## config.mk

```make
export PLATFORM = sky130hd
export DESIGN_NAME = jal_redirect_ctrl
export DESIGN_NICKNAME = d
export VERILOG_FILES = /design/src/rtl/jal_redirect_ctrl_pkg.sv /design/src/rtl/jal_redirect_ctrl_redir_prio_arb.sv /design/src/rtl/jal_redirect_ctrl.sv
export SDC_FILE = /design/constraint.sdc
export NUM_CORES = 1
export LEC_CHECK = 0
export ABC_AREA = 0
export BUFFER_PORTS_ARGS = -buffer_cell sky130_fd_sc_hd__buf_4
export CORE_AREA = 4 4 78 134
export DETAILED_ROUTE_END_ITERATION = 6
export DIE_AREA = 0 0 82 138
export PLACE_DENSITY_LB_ADDON = 0.1
export SLEW_MARGIN = 20
export SYNTH_ARGS = -nofsm -noshare
export SYNTH_HDL_FRONTEND = slang
export SYNTH_SLANG_ARGS = --single-unit
export TNS_END_PERCENT = 5
```

## constraint.sdc

```tcl
create_clock -name clk -period 2.71 [get_ports clk]
set_input_delay 0.1355 -clock clk [delete_from_list [all_inputs] [get_ports clk]]
set_output_delay 0.1355 -clock clk [all_outputs]
set_load 0.005 [all_outputs]
```

## src/rtl/jal_redirect_ctrl_pkg.sv

```systemverilog
// ============================================================================
// Module : jal_redirect_ctrl_pkg
// Brief  : Shared types for the front-end redirect controller.
// Rev    : 1.0  initial release
// ============================================================================
`default_nettype none

package jal_redirect_ctrl_pkg;

  localparam int ADDR_W_DEFAULT = 40;

  // Numeric order is the priority order: a larger code is an older redirect.
  typedef enum logic [1:0] {
    SRC_NONE = 2'd0,
    SRC_DEC  = 2'd1,
    SRC_EXE  = 2'd2,
    SRC_EXC  = 2'd3
  } redir_src_e;

  typedef enum logic [1:0] {
    ST_IDLE   = 2'd0,
    ST_HOLD   = 2'd1,
    ST_SQUASH = 2'd2
  } redir_state_e;

endpackage : jal_redirect_ctrl_pkg

`default_nettype wire

```

## src/rtl/jal_redirect_ctrl_redir_prio_arb.sv

```systemverilog
// ============================================================================
// Module : redir_prio_arb
// Brief  : Fixed-priority select of exception/execute/decode redirects with
//          decode-target alignment masking.
// Rev    : 1.0  initial release
// ============================================================================
`default_nettype none

module redir_prio_arb
  import jal_redirect_ctrl_pkg::*;
#(
  parameter int ADDR_W          = ADDR_W_DEFAULT,
  parameter int INST_ALIGN_BITS = 2
) (
  input  logic              dec_jal_valid,
  input  logic [ADDR_W-1:0] dec_jal_target,
  input  logic              exe_redir_valid,
  input  logic [ADDR_W-1:0] exe_redir_target,
  input  logic              exc_redir_valid,
  input  logic [ADDR_W-1:0] exc_redir_target,
  output redir_src_e        win_src,
  output logic [ADDR_W-1:0] win_target,
  output logic              dec_misalign
);

  logic w_low_bits_set;

  generate
    if (INST_ALIGN_BITS > 0) begin : g_align_chk
      assign w_low_bits_set = |dec_jal_target[INST_ALIGN_BITS-1:0];
    end else begin : g_no_align_chk
      assign w_low_bits_set = 1'b0;
    end
  endgenerate

  assign dec_misalign = dec_jal_valid & w_low_bits_set;

  always_comb begin
    win_src    = SRC_NONE;
    win_target = '0;
    if (exc_redir_valid) begin
      win_src    = SRC_EXC;
      win_target = exc_redir_target;
    end else if (exe_redir_valid) begin
      win_src    = SRC_EXE;
      win_target = exe_redir_target;
    end else if (dec_jal_valid && !w_low_bits_set) begin
      win_src    = SRC_DEC;
      win_target = dec_jal_target;
    end
  end

endmodule : redir_prio_arb

`default_nettype wire

```

## src/rtl/jal_redirect_ctrl.sv

```systemverilog
// ============================================================================
// Module : jal_redirect_ctrl
// Brief  : Holds the oldest pending PC redirect for fetch, flushes younger
//          stages and drops wrong-path fetch responses after acceptance.
// Rev    : 1.0  initial release
// ============================================================================
`default_nettype none

module jal_redirect_ctrl
  import jal_redirect_ctrl_pkg::*;
#(
  parameter int ADDR_W          = ADDR_W_DEFAULT,
  parameter int SQUASH_CYC      = 2,
  parameter int INST_ALIGN_BITS = 2
) (
  input  logic              clk,
  input  logic              rst_n,
  input  logic              dec_jal_valid,
  input  logic [ADDR_W-1:0] dec_jal_target,
  input  logic              exe_redir_valid,
  input  logic [ADDR_W-1:0] exe_redir_target,
  input  logic              exc_redir_valid,
  input  logic [ADDR_W-1:0] exc_redir_target,
  input  logic              if_redir_ready,
  input  logic              if_resp_valid,
  output logic              if_redir_valid,
  output logic [ADDR_W-1:0] if_redir_pc,
  output logic              flush_if,
  output logic              flush_id,
  output logic              resp_drop,
  output logic              dec_stall,
  output logic              jal_misalign,
  output logic [ADDR_W-1:0] jal_misalign_addr
);

  localparam int c_cnt_w = 3;
  localparam logic [c_cnt_w-1:0] c_squash_init = c_cnt_w'(SQUASH_CYC);
  localparam logic [c_cnt_w-1:0] c_cnt_one     = c_cnt_w'(1);

  redir_state_e        r_state;
  redir_src_e          r_src;
  logic [ADDR_W-1:0]   r_target;
  logic [c_cnt_w-1:0]  r_cnt;
  logic                r_redir_valid;
  logic                r_flush_if;
  logic                r_flush_id;
  logic                r_jal_misalign;
  logic [ADDR_W-1:0]   r_jal_misalign_addr;

  redir_src_e          w_win_src;
  logic [ADDR_W-1:0]   w_win_target;
  logic                w_dec_misalign;
  logic                w_load;

  redir_prio_arb #(
    .ADDR_W          (ADDR_W),
    .INST_ALIGN_BITS (INST_ALIGN_BITS)
  ) u_arb (
    .dec_jal_valid    (dec_jal_valid),
    .dec_jal_target   (dec_jal_target),
    .exe_redir_valid  (exe_redir_valid),
    .exe_redir_target (exe_redir_target),
    .exc_redir_valid  (exc_redir_valid),
    .exc_redir_target (exc_redir_target),
    .win_src          (w_win_src),
    .win_target       (w_win_target),
    .dec_misalign     (w_dec_misalign)
  );

  // A load (re)captures the target; in HOLD it must outrank the held source,
  // in SQUASH only execute/exception may cut the drop window short.
  always_comb begin
    w_load = 1'b0;
    case (r_state)
      ST_IDLE:   w_load = (w_win_src != SRC_NONE);
      ST_HOLD:   w_load = (w_win_src > r_src);
      ST_SQUASH: w_load = (w_win_src >= SRC_EXE);
      default:   w_load = 1'b0;
    endcase
  end

  always_ff @(posedge clk or negedge rst_n) begin
    if (!rst_n) begin
      r_state             <= ST_IDLE;
      r_src               <= SRC_NONE;
      r_target            <= '0;
      r_cnt               <= '0;
      r_redir_valid       <= 1'b0;
      r_flush_if          <= 1'b0;
      r_flush_id          <= 1'b0;
      r_jal_misalign      <= 1'b0;
      r_jal_misalign_addr <= '0;
    end else begin
      r_flush_if     <= 1'b0;
      r_flush_id     <= 1'b0;
      r_jal_misalign <= w_dec_misalign;
      if (w_dec_misalign) begin
        r_jal_misalign_addr <= dec_jal_target;
      end

      if (w_load) begin
        r_state       <= ST_HOLD;
        r_src         <= w_win_src;
        r_target      <= w_win_target;
        r_cnt         <= '0;
        r_redir_valid <= 1'b1;
        r_flush_if    <= 1'b1;
        r_flush_id    <= (w_win_src >= SRC_EXE);
      end else begin
        case (r_state)
          ST_HOLD: begin
            if (if_redir_ready) begin
              r_state       <= ST_SQUASH;
              r_cnt         <= c_squash_init;
              r_redir_valid <= 1'b0;
            end
          end
          ST_SQUASH: begin
            if (if_resp_valid && (r_cnt != '0)) begin
              r_cnt <= r_cnt - c_cnt_one;
              if (r_cnt == c_cnt_one) begin
                r_state <= ST_IDLE;
                r_src   <= SRC_NONE;
              end
            end
          end
          ST_IDLE: ;
          default: begin
            r_state       <= ST_IDLE;
            r_src         <= SRC_NONE;
            r_redir_valid <= 1'b0;
          end
        endcase
      end
    end
  end

  assign if_redir_valid    = r_redir_valid;
  assign dec_stall         = r_redir_valid;
  assign if_redir_pc       = r_target;
  assign flush_if          = r_flush_if;
  assign flush_id          = r_flush_id;
  assign jal_misalign      = r_jal_misalign;
  assign jal_misalign_addr = r_jal_misalign_addr;
  assign resp_drop         = (r_state == ST_SQUASH) && (r_cnt != '0) && if_resp_valid;

endmodule : jal_redirect_ctrl

`default_nettype wire

```

== Yosys cells after proc, flatten, opt, wreduce, memory -nomap -nowiden ==
Index checks and enable logic that the tools add are counted.

* Add/subtract/negate cells: 1
* Order comparisons: 2
* Equality and inequality tests: 9
* Multiplexer cells: 23
* Bitwise operators: 1
* Reduce and logical (&&, ||, !) cells: 16

{| class="wikitable"
|+ Operators by type and width
! operator !! number
|-
| $mux 40 || 3
|-
| $mux 2 || 7
|-
| $mux 3 || 3
|-
| $ne 3x3->1 const B || 3
|-
| $pmux 2 s3 || 1
|-
| $pmux 3 s2 || 1
|-
| $reduce_and 3->1 || 2
|-
| $reduce_bool 3->1 || 2
|-
| $reduce_or 2->1 || 3
|-
| $mux 1 || 5
|-
| $logic_and 1x1->1 || 4
|-
| $ne 2x1->1 const B || 2
|-
| $pmux 2 s2 || 1
|-
| $reduce_and 4->1 || 1
|-
| $eq 3x1->1 const B || 1
|-
| $pmux 1 s3 || 1
|-
| $sub 3x1->3 const B || 1
|-
| $eq 2x1->1 const B || 1
|-
| $eq 2x2->1 const B || 1
|-
| $ge 2x2->1 const B || 1
|-
| $gt 2x2->1 || 1
|-
| $logic_not 2->1 || 1
|-
| $ne 2x2->1 const B || 1
|-
| $pmux 1 s2 || 1
|-
| 4 further kinds || 4
|}

* Flip-flop bits (word level): 91
* Input bits: 127
* Output and inout port bits: 86
* Word-level logic and storage cells: 61

== Logic depth before layout (Yosys ltp) ==
* Word-level depth: 10
* Mapped depth: 10

== By module ==
Synthesis repeated with hierarchy kept, for this count alone.

* Cells, all modules: 331
* Area, all modules: 4401.7 sq um

{| class="wikitable"
|+ By module, submodules not included
! module !! times used !! cells each !! area an instance (sq um)
|-
| jal_redirect_ctrl || 1 || 233 || 3629.7
|-
| redir_prio_arb || 1 || 98 || 772.0
|}

== Worst setup path before layout ==
Ideal clock, no wire load.

* Path kind: input-to-reg
* Start: in exc_redir_valid
* End: reg r_target[0], in the netlist if_redir_pc[0]
* Library setup time: 0.125 ns
* Data arrival time: 2.132 ns
* Data required time: 2.585 ns
* Setup slack: 0.453 ns
* Stages: 9
* Buffers on the path: 2
* Cell sequence: buf_2 > nor2_1 > inv_1 > ha_1 > nor2b_1 > o211ai_1 > o21a_1 > buf_6 > mux2_2

* Longest elaborated chain between the ends: 3
* Elaborated cells between the ends (all ways): 6
* Classes of those cells: order compare (2); mux (3); reduce/logical (1)

{| class="wikitable"
|+ Ends and longest elaborated chain
! item !! line !! text
|-
| start, declared || jal_redirect_ctrl.sv:22 || <nowiki>input logic exc_redir_valid,</nowiki>
|-
| $mux 2 || jal_redirect_ctrl_redir_prio_arb.sv:41 || <nowiki>if (exc_redir_valid) begin</nowiki>
|-
| $ge 2x2->1, or another cell as far along || jal_redirect_ctrl.sv:77 || <nowiki>ST_SQUASH: w_load = (w_win_src >= SRC_EXE);</nowiki>
|-
| $pmux 1 s3 || jal_redirect_ctrl.sv:74 || <nowiki>case (r_state)</nowiki>
|-
| end signal, assigned || jal_redirect_ctrl.sv:104 || <nowiki>r_target <= w_win_target;</nowiki>
|-
| end, declared || jal_redirect_ctrl.sv:42 || <nowiki>logic [ADDR_W-1:0] r_target;</nowiki>
|}

Parallel ways exist; a longest one is shown, timed or not.
A chain may end at the register's enable or synchronous reset.

== Worst setup path after layout ==
* Start: in exe_redir_valid
* End: reg r_target[12], in the netlist if_redir_pc[12]

* Longest elaborated chain between the ends: 4
* Elaborated cells between the ends (all ways): 8
* Classes of those cells: order compare (2); mux (5); reduce/logical (1)

{| class="wikitable"
|+ Ends and longest elaborated chain
! item !! line !! text
|-
| start, declared || jal_redirect_ctrl.sv:20 || <nowiki>input logic exe_redir_valid,</nowiki>
|-
| $mux 2 || jal_redirect_ctrl_redir_prio_arb.sv:44 || <nowiki>end else if (exe_redir_valid) begin</nowiki>
|-
| $mux 2 || jal_redirect_ctrl_redir_prio_arb.sv:41 ||
|-
| $ge 2x2->1, or another cell as far along || jal_redirect_ctrl.sv:77 ||
|-
| $pmux 1 s3 || jal_redirect_ctrl.sv:74 ||
|}

Parallel ways exist; a longest one is shown, timed or not.

==> impl_results.md <==
* Result of the run: finished with violations
* Violated checks: design-rule violations
* Max H-tree Level at 3
* Adder-Cell Fraction of Synth Area at 0.0148
* Vias in the first global route at 3,882
* Proportion of synthesized chip area in sequential cells at 0.539
* Largest net degree at the start of global routing at around 60
* Horizontal die dimension at 82 microns
* Post-synthesis area per instance at about 12 sq um
* Total global routing overflow at 0
* Most frequent cells in the layout: buf_4, dfrtp_1, inv_1, mux2_2
* Fmax at 0.510 GHz
* Y dimension of the die at 138 microns
* Post-CTS Setup Bufs at 0
* Critical setup path kind: in -> reg
* Number of sinks driven by the clock tree at 91
* Post-CTS sizing at 0
* Depth of the critical timing path with buffers and inverters included at 9
* Initial core utilization at 0.449
* Routed len/inst at 18.8 microns
* Worst clock skew on the final layout at 0.00604 ns
* Source-to-sink clock delay at the later pin of the worst-skew pair at roughly 0.33 ns
* Initial antenna violation count at 0
* Net count after synthesis at 472
* Fill cells at 741
* Proportion of layout cells with a drive suffix above 1 at 0.509
* Final Max Tran Viols at 0
* XOR/XNOR share of the synthesized area at 0
* CTS tree: built
* Remaining design rule violation count at 2
* Maximum number of buffers from clock root to sink at 2
* Max FO, Critical Path at 17
* Netlist area before placement at about 4200 sq um
* Final worst path period share at 0.724
* Area taken by flip-flops and latches at 2280 sq um
* Std cell rows at 47
* Reg2Reg Capture Point: if_redir_pc[12]
* Clock slew at the register clock pins of the worst setup and hold paths at 0.06 ns
* Worst max-slew margin expressed relative to the limit at 0.323
* Number of buffers added on ports at 212
* Met1 layer usage reported by global route at 0.246
* Synth top area cells: dfrtp_1, mux2_2, a222oi_1, mux2i_1, inv_1
* Busiest metal layer after global routing: met2
* Transition time at the pin with the least slew margin at roughly 1.0 ns
* Setup_tns at 0 ns
* Slowest-stage cell, CP: ha_1
* Nets@finish at 680
* Number of design-rule violations left by the first detailed-router iteration at ~280
* Cell leakage power at 3.17 nW
* Layout area overhead at 47.3%
* Flop and latch count out of synthesis at a little over 90
* R2R setup slack at 0.79 ns
* Boundary Pins at 213
* Fraction of post-synthesis cell area in the top cell type by area at 0.539
* Worst flop-to-flop path startpoint: r_src[1]
* Final critical-path required period at 1.96 ns
* Critical Path Sink Type: flop
* Clock Root Buffer: clkbuf_16
* Total area of multi-input combinational cells at 1640 sq um
* Number of optimization iterations in the first detailed-route pass at 7
* Largest family of logic cells by synthesized area: multiplexers
* Post-layout total power at around 0.0055 W
* Worst Path Arrival at between 2 and 2.5 ns
* Vias per std cell at 5.38
* Nature of the critical path startpoint: input port
* CP max stage delay at 0.32 ns
* Worst hold path depth at 2
* Proportion of synthesized area in mux cells at 0.197
* Routed Antenna Nets at 0
* Worst IR Drop VDD at 0.483 mV
* Full die area at between 10,000 and 15,000 sq um
* Share of synthesized cell area in and, or, nand and nor gates at 0.0388
* RSZ-0062 raised after global routing: false
* Last element of the critical path: if_redir_pc[12]
* Global router's overall resource usage at 0.228
* Max-Cap Viols at 0
* Cell count after synthesis at 340
* Most frequent standard cell in the layout excluding fill and tap cells: buf_4
* Number of antenna repair diodes at 0
* FF-to-FF path depth at 7
* Hold Vio Cnt, Final at 0
* Met2 Usage GRT at 0.396
* Final-report setup violation count at 0
* Cells traversed along the worst timing path: buf_4, nor2_1, inv_1, ha_1, nor2b_1, o211ai_1, o21a_2, buf_4, mux2i_1
* Number of synthesis warnings at 0
* Power density relative to cell area at between 800 and 900 nW/um^2
* Clock buffer count from CTS at 9
* Global-route wire length before repair at slightly below 20,000 microns
* Category of cells accounting for the largest share of critical-path delay: buffers and inverters
* Via count at about 3,600
* Core Footprint at 9410 sq um
* Fraction of the mapped netlist area in compound gates at 0.130
* Half-perimeter wire length after placement at 9420 microns
* Required time reported for the critical path endpoint at 2.96 ns
* Worst hold-check path type: in -> reg
* Critical path startpoint: exe_redir_valid
* Final weighted congestion in routability-driven placement at 0.887
* CP dominant cell by count: buf_4
* Final wirelength at 12,700 microns
* Global-route track usage on met3 at 0.0716
* Largest area contributor in the netlist: dfrtp_1
* Number of hold buffers added after cts at 1
* Netlist cell types at 35
* Crit path buf inv count at 3
through the flow:
step / setup slack (ns) / instance area, sq um / hold slack, ns / std cells / util
2_1_floorplan: 0.453 / 4230 / -0.160 / 340 / -
3_3_place_gp: 0.517 / 5920 / 0.247 / 658 / 0.629
3_5_place_dp: 0.398 / 5920 / 0.250 / 658 / 0.629
4_1_cts: 0.760 / 6220 / 0.0347 / 674 / 0.662
5_1_grt: 0.608 / 6220 / 0.0331 / 674 / 0.662
6_report: 0.749 / 6220 / 0.0478 / 674 / 0.662
synth_stat cells:
master and instances:
inv_1 45, nand2_1 14, and2_1 1, a22oi_1 1, buf_6 2, o311ai_0 1
a221o_1 2, and3_1 1, a32oi_1 1, nand2b_1 1, clkbuf_1 14, o211a_1 1
nor2b_1 4, nand3_1 2, buf_4 2, dfrtp_1 91, nor2_1 8, a21oi_1 4
and4_1 1, o2bb2ai_1 2, a22o_1 2, o211ai_1 1, a31oi_1 1, or3b_4 1
buf_2 4, ha_1 5, o21a_1 3, buf_12 3, nor3b_1 1, mux2i_1 37
mux2_2 41, a222oi_1 37, a31o_2 1, o21ai_0 4, o21ai_1 1
worst min path at each step:
stage,from,endpoint
floorplan,rst_n,dec_stall
global placement,rst_n,jal_misalign_addr[27]
detailed placement,rst_n,jal_misalign_addr[27]
CTS,dec_jal_target[31],jal_misalign_addr[31]
global route,dec_jal_target[12],jal_misalign_addr[12]
finish,dec_jal_target[31],jal_misalign_addr[31]
registers in the layout (all words and copies together) (netlist names):
name	flops
if_redir_pc	40
r_cnt	3
flush_if	1
jal_misalign_addr	40
r_src	2
jal_misalign	1
dec_stall	1
r_state	2
flush_id	1
logic make-up (layout without fill, tap and decap cells):
logic type,count (synthesis),in the layout
DFF,91,91
muxes,78,78
buffers and inverters,70,282
AOI/OAI and AO/OA,62,62
and+or+nand+nor,34,34
adders and majority gates,5,5
metal layers:
layer	part of all wire	routed length, microns
met5	0	0
met2	0.54	6810
met3	0.082	1040
met4	0.032	407
met1	0.35	4410
worst reg2reg max path: stages, from the launching register on:
cell	delay [ns]
dfrtp_1	0.35
inv_1	0.06
ha_1	0.29
nor2b_1	0.13
o211ai_1	0.20
o21a_2	0.25
buf_4	0.32
mux2i_1	0.24
report_power, final:
part	internal (W)	switching (W)
sequential	0.00180	0.000264
clock	0.000759	0.000474
combinational	0.00122	0.000971
total	0.00378	0.00171
cell type report:
| cell class | instances | area share |
|---|---|---|
| multi-input cells | 179 | 0.263 |
| inverters | 45 | 0.0271 |
| repair buffers | 222 | 0.272 |
| well taps | 122 | 0.0245 |
| clock inverters | 2 | 0.00563 |
| clock buffers | 13 | 0.0418 |
| flip-flops and latches | 91 | 0.366 |
(Power assumes the default switching activity.)
